===== src/rtl/stars_bus_pkg.sv =====
// Shared types for the fetch/data bus arbiter.
package stars_bus_pkg;

    typedef enum logic [1:0] {
        IDLE,
        ISSUE,
        WAIT
    } arb_state_t;

    typedef enum logic {
        FETCH,
        DATA
    } grant_t;

    localparam logic [3:0] FETCH_SEL = 4'hF;

endpackage


===== src/rtl/mem_arbiter.sv =====
// Arbitrates an instruction-fetch port and a load/store port onto one memory bus,
// round-robin on contention, aborting any transaction the bus holds busy too long.
module mem_arbiter
    import stars_bus_pkg::*;
#(
    parameter int unsigned TIMEOUT = 16
) (
    input  logic        clk,
    input  logic        rst,
    input  logic        fetch_req,
    input  logic [31:0] fetch_addr,
    output logic        fetch_ack,
    output logic [31:0] fetch_data,
    input  logic        data_req,
    input  logic        data_we,
    input  logic [31:0] data_addr,
    input  logic [31:0] data_wdata,
    input  logic [3:0]  data_sel,
    output logic        data_ack,
    output logic [31:0] data_rdata,
    output logic        bus_err,
    output logic        read_i,
    output logic        write_i,
    output logic [31:0] adr_i,
    output logic [31:0] cpu_dat_i,
    output logic [3:0]  sel_i,
    input  logic [31:0] cpu_dat_o,
    input  logic        busy_o
);

    localparam int unsigned CntW = $clog2(TIMEOUT + 1);

    arb_state_t      state_q, state_d;
    grant_t          last_grant_q, last_grant_d;
    grant_t          owner_q, owner_d;
    logic [CntW-1:0] cnt_q, cnt_d;
    logic [31:0]     adr_q, adr_d;
    logic [31:0]     wdat_q, wdat_d;
    logic [3:0]      sel_q, sel_d;
    logic            we_q, we_d;
    logic            fetch_ack_q, fetch_ack_d;
    logic            data_ack_q, data_ack_d;
    logic            bus_err_q, bus_err_d;
    logic [31:0]     fetch_data_q, fetch_data_d;
    logic [31:0]     data_rdata_q, data_rdata_d;

    logic   fetch_elig, data_elig, can_grant, done, abort;
    grant_t grant_sel;

    // A requester whose ack is showing this cycle has not yet had a chance to drop its req.
    assign fetch_elig = fetch_req & ~fetch_ack_q;
    assign data_elig  = data_req & ~data_ack_q;
    assign can_grant  = (state_q == IDLE) & ~busy_o & (fetch_elig | data_elig);
    assign done       = (state_q == WAIT) & ~busy_o;
    assign abort      = (state_q == WAIT) & busy_o & (cnt_q == CntW'(TIMEOUT));

    always_comb begin
        if (fetch_elig && data_elig) begin
            grant_sel = (last_grant_q == DATA) ? FETCH : DATA;
        end else begin
            grant_sel = fetch_elig ? FETCH : DATA;
        end
    end

    always_ff @(posedge clk) begin
        if (!rst) begin
            state_q      <= IDLE;
            last_grant_q <= DATA;
            owner_q      <= FETCH;
            cnt_q        <= '0;
            adr_q        <= '0;
            wdat_q       <= '0;
            sel_q        <= '0;
            we_q         <= 1'b0;
            fetch_ack_q  <= 1'b0;
            data_ack_q   <= 1'b0;
            bus_err_q    <= 1'b0;
            fetch_data_q <= '0;
            data_rdata_q <= '0;
        end else begin
            state_q      <= state_d;
            last_grant_q <= last_grant_d;
            owner_q      <= owner_d;
            cnt_q        <= cnt_d;
            adr_q        <= adr_d;
            wdat_q       <= wdat_d;
            sel_q        <= sel_d;
            we_q         <= we_d;
            fetch_ack_q  <= fetch_ack_d;
            data_ack_q   <= data_ack_d;
            bus_err_q    <= bus_err_d;
            fetch_data_q <= fetch_data_d;
            data_rdata_q <= data_rdata_d;
        end
    end

    always_comb begin
        state_d = state_q;
        unique case (state_q)
            IDLE:    if (can_grant) state_d = ISSUE;
            ISSUE:   state_d = WAIT;
            WAIT:    if (done || abort) state_d = IDLE;
            default: state_d = IDLE;
        endcase
    end

    always_comb begin
        last_grant_d = last_grant_q;
        owner_d      = owner_q;
        cnt_d        = cnt_q;
        adr_d        = adr_q;
        wdat_d       = wdat_q;
        sel_d        = sel_q;
        we_d         = we_q;
        fetch_ack_d  = 1'b0;
        data_ack_d   = 1'b0;
        bus_err_d    = 1'b0;
        fetch_data_d = fetch_data_q;
        data_rdata_d = data_rdata_q;

        if (can_grant) begin
            owner_d      = grant_sel;
            last_grant_d = grant_sel;
            cnt_d        = '0;
            if (grant_sel == FETCH) begin
                adr_d  = fetch_addr;
                wdat_d = '0;
                sel_d  = FETCH_SEL;
                we_d   = 1'b0;
            end else begin
                adr_d  = data_addr;
                wdat_d = data_wdata;
                sel_d  = data_sel;
                we_d   = data_we;
            end
        end

        if (done || abort) begin
            bus_err_d = abort;
            if (owner_q == FETCH) begin
                fetch_ack_d  = 1'b1;
                fetch_data_d = done ? cpu_dat_o : '0;
            end else begin
                data_ack_d = 1'b1;
                if (!we_q) data_rdata_d = done ? cpu_dat_o : '0;
            end
        end else if (state_q == WAIT) begin
            cnt_d = cnt_q + CntW'(1);
        end
    end

    always_comb begin
        read_i  = 1'b0;
        write_i = 1'b0;
        if (state_q == ISSUE) begin
            read_i  = ~we_q;
            write_i = we_q;
        end
    end

    assign fetch_ack  = fetch_ack_q;
    assign data_ack   = data_ack_q;
    assign bus_err    = bus_err_q;
    assign fetch_data = fetch_data_q;
    assign data_rdata = data_rdata_q;
    assign adr_i      = adr_q;
    assign cpu_dat_i  = wdat_q;
    assign sel_i      = sel_q;

endmodule


===== config.mk =====
export PLATFORM = sky130hd
export DESIGN_NAME = mem_arbiter
export DESIGN_NICKNAME = d
export VERILOG_FILES = /design/src/rtl/stars_bus_pkg.sv /design/src/rtl/mem_arbiter.sv
export SDC_FILE = /design/constraint.sdc
export NUM_CORES = 1
export LEC_CHECK = 0
export CAP_MARGIN = 20
export CELL_PAD_IN_SITES_DETAIL_PLACEMENT = 2
export CELL_PAD_IN_SITES_GLOBAL_PLACEMENT = 2
export CORE_ASPECT_RATIO = 0.6
export CORE_MARGIN = 5
export CORE_UTILIZATION = 23
export DETAILED_ROUTE_END_ITERATION = 8
export PLACE_DENSITY = 0.94
export SLEW_MARGIN = 40
export SYNTH_ARGS = -nofsm -noshare
export SYNTH_HDL_FRONTEND = slang
export SYNTH_SLANG_ARGS = --single-unit
export TNS_END_PERCENT = 30

===== constraint.sdc =====
create_clock -name clk -period 3.8 [get_ports clk]
set_input_delay 0.38 -clock clk [delete_from_list [all_inputs] [get_ports clk]]
set_output_delay 0.38 -clock clk [all_outputs]
set_load 0.005 [all_outputs]

# After elaboration in Yosys (flattened, before gate mapping)

Cells that the tools add are included.

Flip-flop bits (word level): 145
Input bits: 138
Output and inout bits: 137
Word-level logic and storage cells: 57

Add/sub/neg operators: 1
Equal/unequal tests: 5
Multiplexer cells: 18
Bitwise gates (word level): 13
Reductions and logical operators: 7

Operator list:

| kind                                                                    | count |
|---|---|
| 32-bit 2-to-1 mux                                                       | 3 |
| 5-bit 2-to-1 mux                                                        | 3 |
| 1-bit 2-to-1 mux                                                        | 8 |
| 1-bit bitwise AND                                                       | 7 |
| 2-bit one-hot mux with 3 select lines                                   | 1 |
| 2-bit AND reduction                                                     | 3 |
| 5-bit by 1-bit adder with 5-bit output, second input constant           | 1 |
| 5-bit == test, second input constant                                    | 1 |
| 1-bit NOT                                                               | 5 |
| 2-bit 2-to-1 mux                                                        | 2 |
| 4-bit 2-to-1 mux                                                        | 1 |
| 3-bit AND reduction                                                     | 1 |
| 2-bit by 1-bit == test with 1-bit output, second input constant         | 1 |
| 2-bit == test, second input constant                                    | 1 |
| 2-bit logical NOT                                                       | 1 |
| 2-bit by 1-bit inequality test with 1-bit output, second input constant | 1 |
| 2-bit inequality test, second input constant                            | 1 |
| 1-bit logical AND                                                       | 1 |
| 1-bit logical OR                                                        | 1 |
| 1-bit bitwise OR                                                        | 1 |

# Depth between registers and ports, before layout

Gate-level depths: netlist of run 1.

Word-level depth: 7
Depth in mapped cells: 7

# Worst setup path after synthesis of run 1

No wires, ideal clock.

Path type: flip-flop to flip-flop
From: register cnt_q[0]
To: register fetch_data_q[10] (netlist: fetch_data[10])
Setup time: 117 ps
Arrival time: 1473 ps
Data required time: 3683 ps
Path slack: 2210 ps
Cell stages (with the launch flop): 8
Clock period less this slack: 1590 ps
Cell sequence: dfxtp_1 inv_1 ha_1 nand4bb_4 and2_4 o31a_4 buf_6 a22o_1

Longest elaborated chain between the ends: 4

Ends and longest elaborated chain:

| what                          | line               | RTL |
|---|---|---|
| start: declaration            | mem_arbiter.sv:36  | `logic [CntW-1:0] cnt_q, cnt_d;` |
| start signal: assignment      | mem_arbiter.sv:84  | `cnt_q <= cnt_d;` |
| 5-bit == test                 | mem_arbiter.sv:55  | `assign abort = (state_q == WAIT) & busy_o & (cnt_q == CntW'(TIMEOUT));` |
| 1-bit bitwise AND             | mem_arbiter.sv:55  |  |
| 1-bit logical OR              | mem_arbiter.sv:138 | `if (done \|\| abort) begin` |
| 2-bit AND reduction (no line) | -                  |  |
| end signal: assignment        | mem_arbiter.sv:92  | `fetch_data_q <= fetch_data_d;` |
| end: declaration              | mem_arbiter.sv:44  | `logic [31:0] fetch_data_q, fetch_data_d;` |

Every way passes these cells.
A chain may end at the register's enable or synchronous reset.

# Worst setup path in the final report of run 1

From: input busy_o
To: register adr_q[21] (netlist: adr_i[21])

Longest elaborated chain between the ends: 3

Ends and longest elaborated chain:

| what                           | line              | RTL |
|---|---|---|
| start: declaration             | mem_arbiter.sv:28 | `input logic busy_o` |
| 1-bit NOT                      | mem_arbiter.sv:53 | `assign can_grant = (state_q == IDLE) & ~busy_o & (fetch_elig \| data_elig);` |
| 1-bit bitwise AND (2 in a row) | mem_arbiter.sv:53 |  |
| end signal: assignment         | mem_arbiter.sv:85 | `adr_q <= adr_d;` |
| end: declaration               | mem_arbiter.sv:37 | `logic [31:0] adr_q, adr_d;` |

Every way passes these cells.

==> results by stage, run 1 <==
Power:
- The leakage power figure is 3.214 nW.
- VDD sags by at most 0.0002834 V.
- The cell area power density is 412.0 mW/mm².

Floorplan:
- The area of the core is 0.02324 mm².
- The initial utilization of the core area, before any placement, comes to a little under a quarter.
- The number of standard-cell rows in the floorplan is 43.
- The height of the chip is 129.5 µm.
- The total die area is 0.02709 mm².
- Measured along the x axis, the die boundary spans 209.2 µm.
- The top-level port count is 275.

Timing:
- In this run the tightest slew margin relative to its limit is 53.63%.
- The worst clock skew is 11.56 ps.
- Counting I/O delays and the setup requirement, the final critical path takes 2452 ps.
- The number of endpoints with negative hold slack in the final report is 0.
- The final setup violation count is 0.
- The maximum clock frequency is just over 400 MHz.
- The final max-slew violation count is 0.
- Setup repair after global routing left no endpoint under its margin.
- The transition time at the pin with the least slew margin is 693.9 ps.
- The period utilization is 64.52%.
- Summed over all failing endpoints, the final setup total negative slack is 0 ps.
- Setup slack closes at between 1000 and 1500 ps.

Clocking:
- After clock tree synthesis, the setup repair step added 0 buffers.
- The clock-pin slew of the registers on the worst-case setup and hold paths is ~60 ps.
- The number of hold buffers added after CTS was 0.
- The later pin in the worst-skew pair is clocked with a latency of 420 ps.
- The tree is rooted in a clkbuf_16.
- The CTS sink count is ~150.
- The CTS tree is built.
- The CTS buffer count is 17.
- In this run, post-CTS repair resized a total of 0 instances.
- The buffer levels on the longest clock path is 2.
- The H-tree generated during clock tree synthesis spans 4 levels.

Drt:
- The vias after detailed routing is 5706.
- The remaining routing DRC violations is 0.
- After detailed routing, the average wire length per cell comes to 20.32 µm.
- In this run, the number of DRC markers left after iteration 0 of detailed routing was 176.
- The first TritonRoute pass finished after 4 iterations.
- The post-detailed-route via-to-cell ratio is 4.735.
- The aggregate routed wire length is 24490 µm.
- The remaining antenna violation count after routing is 0.

Setup path:
- In this run the number of cells on the critical path is 6.
- The largest individual stage delay along the critical path comes from the cell clkdlybuf4s50_1.
- The largest single stage delay on the critical path is 600 ps.
- The data arrival at the endpoint of the critical path is about 2800 ps.
- The critical path's top delay family is buffers and inverters.
- The endpoint required time on the critical path is 4140 ps.
- The top fanout value on the critical path is 33.
- The critical path capture point type is a flip-flop.
- The total buffers and inverters traversed by the critical path is 2.
- The worst setup path is of the in2reg kind.
- The number of cells traversed by the worst register-to-register path is 5.
- The signal on the critical path passes through clkdlybuf4s50_1 > nor3_1 > o21a_2 > buf_4 > o21ai_0 > a21oi_1.
- The kind of start point of the critical path is a primary input.

Placement:
- The number of buffers added on ports is roughly 270.
- The worst slack after detailed placement is 900.3 ps.
- Summed over all nets, the half-perimeter wirelength after detailed placement is 17620 µm.
- The routability congestion estimate from global placement is 0.8155.

Finish:
- The number of inserted diodes is 0.
- The area growth from synthesis to layout is 65.47%.
- The layout cell share with drive strength beyond 1 is 5.843%.
- The net count of the finished layout is ~1000.

Global routing:
- The pin count of the biggest net entering global routing is 63.
- Global routing finished with a remaining overflow of 0.
- The initial antenna violation count is 0.
- The all-layer global routing usage is 17.93%.
- The first-pass GRT wire length is 38510 µm.
- The via count of the first global-routing pass is 6509.

Min path:
- Counting instances, the worst hold path has a depth of 2.
- In this run the worst hold path is classified as in2reg.

Yosys:
- dfxtp_1 is the most common cell in the netlist.
- After synthesis, the share of flip-flops with an asynchronous set or reset is 0%.
- The synthesized design devotes to its leading area cell type 53.02% of total area.
- The count of synthesis-stage warnings from yosys is 0.
- The number of nets produced by synthesis is 767.
- Synthesis produced a netlist whose cell count is around 630.
- Counting flops and latches in the post-synthesis netlist gives 145.
- The sequential area share after synthesis is 53.02%.
- The count of different cell masters after synthesis is 38.
- The synthesized cell area is 0.005475 mm².
- By area the synthesized netlist is led by dfxtp_1 53%, nand2_1 7.1%, o21ai_0 6.7%.
- Among all flip-flop cells after synthesis, the most frequent one is dfxtp_1.
- The commonest cells after synthesis are 145 x dfxtp_1, 103 x nand2_1, 73 x o21ai_0.
- The count of flip-flops with a built-in enable after synthesis is 0.
- The average instance area after synthesis is 8.732 µm².
- The cell type with the largest total area after synthesis is dfxtp_1.

Outcome:
- The flow ran to the end, and the final reports show no timing, DRC or antenna violations.

Flow run:
- Max-cap violations in this run came to 0.
[cells by family (layout without fill, tap and decap cells)]
logic type	after synthesis	count (layout)	share of synthesized area (%)
and+or+nand+nor	210	210	17.92
buffers and inverters	57	320	4.913
DFF	145	145	53.02
adders and majority gates	2	2	0.4570
AOI/OAI and AO/OA	213	213	23.70
[placed cells by master, fill, tap and decap left out, types with 3 or more instances in the layout]
master and instances:
clkdlybuf4s50_1 273, buf_4 11, nand2b_1 3, dfxtp_1 145
clkinv_2 4, nand3_1 68, nor3_1 7, nand2_1 103
nor2b_1 6, a22o_1 32, a21boi_0 31, a21oi_1 64
o21ai_0 73, clkbuf_16 17, nor2_1 9, clkbuf_8 5
o21a_1 3
[registers in the layout, indices dropped and copies added, names as in the netlist, 2 cells and up]
register	count
cpu_dat_i	32
state_q	2
cnt_q	5
adr_i	32
fetch_data	32
data_rdata	32
sel_i	4
[final timing paths]
check             slack [ps]             to     startpoint
setup reg to reg        1500      adr_i[21]     state_q[0]
hold reg to reg          450  cpu_dat_i[18]  cpu_dat_i[18]
hold / removal           450   last_grant_q            rst
setup / recovery        1350      adr_i[21]         busy_o
[report_power, final]
| part | leakage, nW | switching (W) | internal (W) |
|---|---|---|---|
| sequential | 1.18 | 0.0000386 | 0.00158 |
| combinational | 1.76 | 0.000229 | 0.000283 |
| clock | 0.272 | 0.000679 | 0.000922 |
[final cells by class]
cell class,instances,area [µm²]
flip-flops and latches,145,2903
inverters,2,7.507
repair buffers,286,2845
well taps,315,394.1
clock inverters,8,52.55
multi-input cells,425,2356
fillers,2564,14180
clock buffers,24,501.7
[layer usage]
layer  up-vias  track usage [%]  routed length [µm]
li1       2687                -                   -
met1      2846            22.39               11080
met2       161            30.51               11680
met3        12            6.315                1583
met4         0            3.336                 143
met5         -                0                   0
[through the flow]
stage	cells	hold slack [ps]	instance area [µm²]	utilization (%)	power (W)
4_1_cts	1204	435.6	9045	38.92	0.003795
3_3_place_gp	1171	437.5	8476	36.47	0.002140
5_1_grt	1205	464.8	9060	38.98	0.003912
2_1_floorplan	627	431.9	5475	-	0.001819
3_5_place_dp	1172	449.3	8491	36.53	0.002165
6_report	1205	452.2	9060	38.98	0.003733
Note: power is estimated with default switching activity, not from simulation.
==> inputs of run 2 (changes only) <==
CORE_UTILIZATION = 20   (was 23)
PLACE_DENSITY = 0.88   (was 0.94)
clock period = 2.05 ns   (was 3.8 ns; I/O delays follow)
==> run 2 against run 1 <==
Core utilization decreased by 4.3 points. Clock-buffer cell count decreased by 1. Largest power group is now the clock network. First-iteration DRC count rose by 28%. Flip-flop and latch count did not move. Global-route usage down 2.6 points. Combinational power rose by 91%.
==> results by stage, run 2 (same netlist as run 1, synthesis figures left out) <==
Finish:
- The area growth from synthesis to layout is 69.36%.
- The top cell types in the final layout, fill and taps aside, are 273 x clkdlybuf4s50_1, 144 x dfxtp_1, 103 x nand2_1.
- The net count of the finished layout is 1025.
- The final cell utilization of the core is 34.72%.
- The post-route netlist has 6.904% of its cells at a drive strength greater than 1.
- Leaving out fill and tap cells, the most frequent cell in the layout is clkdlybuf4s50_1.

Setup path:
- STA puts the critical path data arrival time at approximately 1700 ps.
- The signal on the critical path passes through nor2b_4 > nor2b_1 > clkdlybuf4s50_1.
- Along the worst path, the maximum fanout reaches 7.
- The number of buffers and inverters on the critical path is 1.
- The critical path is of the reg2out type.
- The maximum cell stage delay along the critical path is around 550 ps.
- The cell type of the slowest stage on the worst timing path is clkdlybuf4s50_1.
- The critical path capture point type is a primary output.
- STA classifies the critical path startpoint as a flip-flop.
- Broken down by cell family, the worst path's largest delay share belongs to buffers and inverters.
- At the worst endpoint, the required time is 1850 ps.

Global routing:
- The pin count of the biggest net entering global routing is 63.
- The initial antenna violation count is 2.
- The first-pass GRT wire length is approximately 37000 µm.
- The total overflow left after global routing is 0.
- The via count of the first global-routing pass is ~6200.
- Global routing consumed, over all layers together, 15.30% of the routing resources.

Timing:
- The worst path uses 94.51% of the clock period.
- The sum of negative setup slack is 0 ps.
- The setup slack of the critical path after layout is 112.6 ps.
- Setup repair after global routing left no endpoint under its margin.
- At the pin with the least slew margin, the transition time is 470.9 ps.
- The worst pin sits at a relative slew slack of slightly below 70%.
- Setup violations remaining at the end of the flow were counted as 0.
- The worst clock skew is ~7.3 ps.
- The minimum hold slack is 87.88 ps.
- The final max-slew violation count is 0.
- The number of endpoints with negative hold slack in the final report is 0.
- The maximum clock frequency is 516.2 MHz.
- The minimum clock period is between 1500 and 2000 ps.

Floorplan:
- The height of the chip is 138.2 µm.
- The die outline width is 223.6 µm.
- In this run the standard cell core region covers between 0.02 and 0.03 mm².
- The floorplan has 46 rows.
- Once the floorplan was initialized, standard cells occupied 20.50% of the core.
- Pin placement for this block handled 275 I/O pins.
- The total die area is approximately 0.031 mm².

Clocking:
- The CTS tree is built.
- The CTS sink count is 145.
- In this run the number of H-tree levels came out at 4.
- Clock-pin slew was measured on the worst setup and hold paths at 60 ps.
- The buffer levels on the longest clock path is 2.
- Buffers inserted during clock tree synthesis total 17.
- The clock latency of the later-clocked register in the worst-skew pair is 430 ps.
- The number of hold-repair buffers added at the cts stage is 0.
- CTS placed an instance of clkbuf_16 at the clock tree root.

Drt:
- The final routed wire length divided by cell count is 19.06 µm.
- The remaining routing DRC violations is 0.
- The top routing layer in use is met5.
- Summed over all nets, wire length on met3 after detailed routing comes to 1748 µm.
- The post-detailed-route via-to-cell ratio is roughly 4.5.
- In the final routing, the length of wire on met1 measures 10960 µm.
- The met2 routed wirelength is 10930 µm.
- The number of detailed-routing iterations run before antenna repair is 4.
- After detailed routing, the total wire length is ~24000 µm.
- The remaining antenna violation count after routing is 0.
- For this block, the initial DRC count from the detailed router was 226.
- The vias after detailed routing is 5711.

Placement:
- The worst slack after detailed placement is 107.1 ps.
- The number of buffers added on ports is between 200 and 300.
- The sum of net half-perimeters after detailed placement is approximately 18000 µm.
- The routability congestion estimate from global placement is 0.7659.

Min path:
- The worst min-delay path class is in2reg.

Flow run:
- The max-capacitance violation count is 0.

Power:
- For this design the static power due to leakage is 3.288 nW.
- Dividing total power by cell area gives a power density of 771.6 mW/mm².
- The worst-case IR drop observed on VDD is 0.0003973 V.

Outcome:
- The run finished with clean final reports.
[run 2: area by class of cell]
cell class / count / area [µm²]
fillers: 2978 / 17430
repair buffers: 294 / 2953
flip-flops and latches: 145 / 2904
multi-input cells: 425 / 2364
clock buffers: 23 / 488.0
well taps: 360 / 450.4
clock inverters: 9 / 103.9
inverters: 2 / 7.507
diodes: 1 / 2.502
[run 2: per-stage QoR]
stage | cell area (µm²) | total power (W) | cells
floorplan | 5475 | 0.003371 | 627
global placement | 8670 | 0.004011 | 1226
detailed placement | 8670 | 0.004044 | 1226
CTS | 9265 | 0.007321 | 1258
global route | 9273 | 0.007487 | 1259
finish | 9273 | 0.007155 | 1259
[run 2: power breakdown]
| group | internal, W | switching [W] |
|---|---|---|
| clock network | 0.00192 | 0.00126 |
| registers | 0.00293 | 0.0000647 |
| logic | 0.000550 | 0.000429 |
[run 2: what timing repair did]
item                                   in CTS  in global routing
gates resized for setup                     2                  1
setup buffers                               0                  0
setup endpoints to repair                   2                  1
cloned                                      0                  0
endpoints found under the hold margin       0                  0
[run 2: metal layers]
layer	vias to the layer above	GRT usage [%]
met5	-	0
met4	2	4.736
met3	24	5.479
met2	165	24.47
met1	2819	19.41
li1	2701	-
[run 2: final timing paths]
kind                 startpoint             end  slack, ps  depth (start not counted)
hold reg to reg   cpu_dat_i[19]   cpu_dat_i[19]        460                          2
hold / removal              rst    last_grant_q         90                          2
setup / recovery     state_q[0]          read_i        110                          3
setup reg to reg       cnt_q[0]  fetch_data[10]        160                          6
==> RTL edit 1: new RTL, config.mk and constraints of run 2 <==
`TIMEOUT`: 16 -> 32.
--- a/src/rtl/mem_arbiter.sv
+++ b/src/rtl/mem_arbiter.sv
@@ -5,3 +5,3 @@
 #(
-    parameter int unsigned TIMEOUT = 16
+    parameter int unsigned TIMEOUT = 32
 ) (
Behaviour: no difference found for any inputs over 4 cycles, from zero or initial values and one cycle with rst low; that may be too few to reach the edited logic, so the function may still have changed.
==> RTL edit 1 against run 2 <==
Design area grew 0.14%. Total power grew 7.1%. Die area shrank 1.7%. Sequential power is essentially flat. Wire length shrank 3.3%. Setup slack gained 54 ps. Synthesized area shrank 1.8%. Sequential cell count grew 1. Maximum frequency grew 2.9%. Via count shrank 7.6%. Critical endpoint is now write_i. Largest cell class unchanged.
==> RTL edit 1: results (changes against run 2) <==
- Status: complete, no violations (unchanged)
- Global-route wire length before repair: 34,900 um (was 37,300 um)
- Syn avg cell area: 10.3 sq um (was 8.73 sq um)
- Mux contribution to synthesized area: 5.96% (was 0%)
- Pleak: 3.40 nW (was 3.29 nW)
- Largest fanout on the critical path: 4 (was 7)
- Initial antenna violation count: 3 (was 2)
- Synth Area in Compound Gates: 25.3% (was 23.7%)
- Post-Route WL: 23,200 um (was 24,000 um)
- Worst R2R End: fetch_data[30]$_SDFFE_PN0P_ (was fetch_data[10]$_SDFFE_PN0P_)
- Post-Layout Cell Count: 1,160 (was 1,259)
- Worst Reg-to-Reg Cells: 7 (was 6)
- Cell Area, Placed: 8590 sq um (was 8670 sq um)
- Worst Hold Depth: 4 (was 2)
- Placed cells: 1,128 (was 1,226)
- Setup crit start: state_q[1]$_SDFFE_PN0P_ (was state_q[0]$_SDFFE_PN0P_)
- Max-slew headroom: 63.0% (was 68.6%)
- Min Hold Slack: 297 ps (was 87.9 ps)
- Final period util: 91.9% (was 94.5%)
- GP Congestion: 0.777 (was 0.766)
- Post-cts gate resize count: 0 (was 2)
- Post-synthesis adder-cell area fraction: 0.465% (was 0.457%)
- Multi-input logic area: 2220 sq um (was 2360 sq um)
- 1st-iter DRT viols: 203 (was 226)
- Number of vias per cell: 4.55 (was 4.54)
- Syn Nets: 664 (was 767)
## RTL edit 1: metal layers
layer  vias up  share of wire, %  track usage [%]
li1       2479                 -                -
met1      2589                42             17.3
met2       177                48             25.7
met3        25               8.5             6.97
met4         6               1.2             4.34
met5         -              0.12                0
## RTL edit 1: report_power, final
part,internal [mW],switching (mW)
logic,0.563,0.416
registers,2.95,0.0657
clock network,2.34,1.33
## RTL edit 1: critical path: cells and delay by family, from the launching register on
family | cells | cell delay [ps]
buffers and inverters | 1 | 550
flip-flops | 1 | 340
AND/OR/NAND/NOR | 2 | 350
## RTL edit 1: logic make-up (layout without fill, tap and decap cells)
logic type,Yosys count,in the layout
fa+ha+maj,2,2
buf+inv,55,331
xor+xnor,1,1
simple gates,106,106
flops,146,146
mux,32,32
compound gates,182,182
## RTL edit 1: final cells by class
class	count	area share (%)
flip-flops and latches	146	31.5
multi-input cells	323	23.9
clock inverters	14	2.67
repair buffers	293	32.1
inverters	6	0.243
well taps	360	4.85
clock buffers	18	4.73
==> RTL edit 2: new RTL, flow settings as in run 2 <==
Made on the original files. Reset style: asynchronous (`rst`), changed in one clocked block.
--- a/src/rtl/mem_arbiter.sv
+++ b/src/rtl/mem_arbiter.sv
@@ -64,3 +64,3 @@
 
-    always_ff @(posedge clk) begin
+    always_ff @(posedge clk or negedge rst) begin
         if (!rst) begin
Function: differs if rst is asserted again (counterexample within 4 cycles, from zero or initial values and one cycle with rst low); with rst held inactive, the same outputs for 4 cycles.
==> RTL edit 2 against run 2 <==
Synthesized area increased by 3.6%. Utilization decreased by 0.36 points. First-iteration DRC count decreased by 27%. Setup slack improved by 29 ps. Critical endpoint is now write_i. Sequential cell count unchanged. Wire length decreased by 0.25%. Cell count decreased by 11%. Critical path depth unchanged. Design area increased by 2.9%. Via count decreased by 12%. Die area increased by 3.4%.
Power is not compared: it rests on default switching activity, and its combinational part moved more than twofold at a synthesized area within 25%.
==> RTL edit 2: results (changes against run 2) <==
- Worst Reg-to-Reg Cells: 7 (was 6)
- # H-tree levels: 4 (unchanged)
- Post-Route WL: 23,900 um (was 24,000 um)
- Syn Nets: 600 (was 767)
- 1st-iter DRT viols: 164 (was 226)
- ANT cells: 0 (was 1)
- Async SR Flop Fraction: 100% (was 0%)
- GP Congestion: 0.755 (was 0.766)
- Setup crit start: state_q[1]$_DFFE_PN0P_ (was state_q[0]$_SDFFE_PN0P_)
- Dominant cells by area after synthesis: dfrtp_1 (64%), a22o_1 (15%), a21oi_1 (6.0%), buf_6 (2.6%), nand2_1 (2.6%) (was dfxtp_1 (53%), nand2_1 (7.1%), o21ai_0 (6.7%), nand3_1 (6.2%), a21oi_1 (5.9%))
- Post-CTS setup buffer count: 0 (unchanged)
- YS warnings: 0 (unchanged)
- Vias in the first global route: 5,745 (was 6,244)
- Share of layout cells above drive strength 1: 8.37% (was 6.90%)
- Clock Skew: 10.2 ps (was 7.33 ps)
- Initial antenna violation count: 1 (was 2)
- Crit path to: write_i (was read_i)
- Layout net count: 880 (was 1,025)
- Worst R2R End: data_rdata[26]$_DFFE_PN0P_ (was fetch_data[10]$_SDFFE_PN0P_)
- Drt first pass iters: 4 (unchanged)
- Global-route wire length before repair: 36,600 um (was 37,300 um)
- Largest fanout on the critical path: 4 (was 7)
- Max-slew headroom: 64.3% (was 68.6%)
- Register area share after synthesis: 64.0% (was 53.0%)
- Status: complete, no violations (unchanged)
- Synth Area in Compound Gates: 22.5% (was 23.7%)
- Post-synthesis adder-cell area fraction: 0.441% (was 0.457%)
- R2R setup slack: 250 ps (was 160 ps)
- Mux contribution to synthesized area: 0.176% (was 0%)
- Max Clock Freq: 0.524 GHz (was 0.516 GHz)
- Min Hold Slack: 300 ps (was 87.9 ps)
- CP top delay family: buffers and inverters (unchanged)
- Cell Area, Placed: 8940 sq um (was 8670 sq um)
- Clk pin slew, worst setup/hold paths: 60 ps (about the same)
- Gr usage total: 15.1% (was 15.3%)
- Post-Synthesis Cells: 460 (was 627)
- Pre-CTS WS: 25.7 ps (was 107 ps)
- HP Class: input port to asynchronous set/reset pin (was input port to flop)
- Worst path arrival time: 1700 ps (was 1730 ps)
- Synth cell types: 36 (was 38)
- DPL Wire Length: 17,700 um (was 17,600 um)
- Number of vias per cell: 4.46 (was 4.54)
- PortBufs: 274 (unchanged)
- Post-synth top cells: dfrtp_1 (144), a22o_1 (99), a21oi_1 (68) (was dfxtp_1 (145), nand2_1 (103), o21ai_0 (73))
- XOR/XNOR Fraction of Synth Area: 0% (unchanged)
- Post-Layout Cell Count: 1,120 (was 1,259)
- Fillers: 2,945 (was 2,978)
- Peak VDD IR: 0.000490 V
- Post-cts gate resize count: 0 (was 2)
- Worst r2r src: cnt_q[0]$_DFF_PN0_ (was cnt_q[0]$_SDFF_PN0_)
- Largest stage delay on the critical path: 540 ps
- Largest net degree at the start of global routing: 54 (was 63)
RTL edit 2: layer usage:
metal | track usage, % | vias up | share of wire, %
li1 | - | 2234 | -
met1 | 18.7 | 2601 | 43
met2 | 24.8 | 136 | 48
met3 | 5.86 | 26 | 6.7
met4 | 3.90 | 2 | 1.5
met5 | 0 | - | 0.029
RTL edit 2: where the power goes:
group	internal [mW]	switching, mW
logic	3.40	2.06
clock network	1.79	1.36
registers	4.14	0.832
total	9.33	4.25
RTL edit 2: final cells by class:
type                            count  area [sq um]  share of cell area [%]
Timing Repair Buffer              296          3050                    32.0
Tap cell                          367           459                    4.81
Sequential cell                   145          3630                    38.1
Clock buffer                       20           467                    4.89
Multi-Input combinational cell    275          1790                    18.8
Inverter                            5          18.8                   0.197
Clock inverter                     12           124                    1.30
RTL edit 2: timing repair:
item	4_1_cts	5_1_grt
hold buffers	1	0
hold endpoints to repair	47	0
setup endpoints to repair	0	0
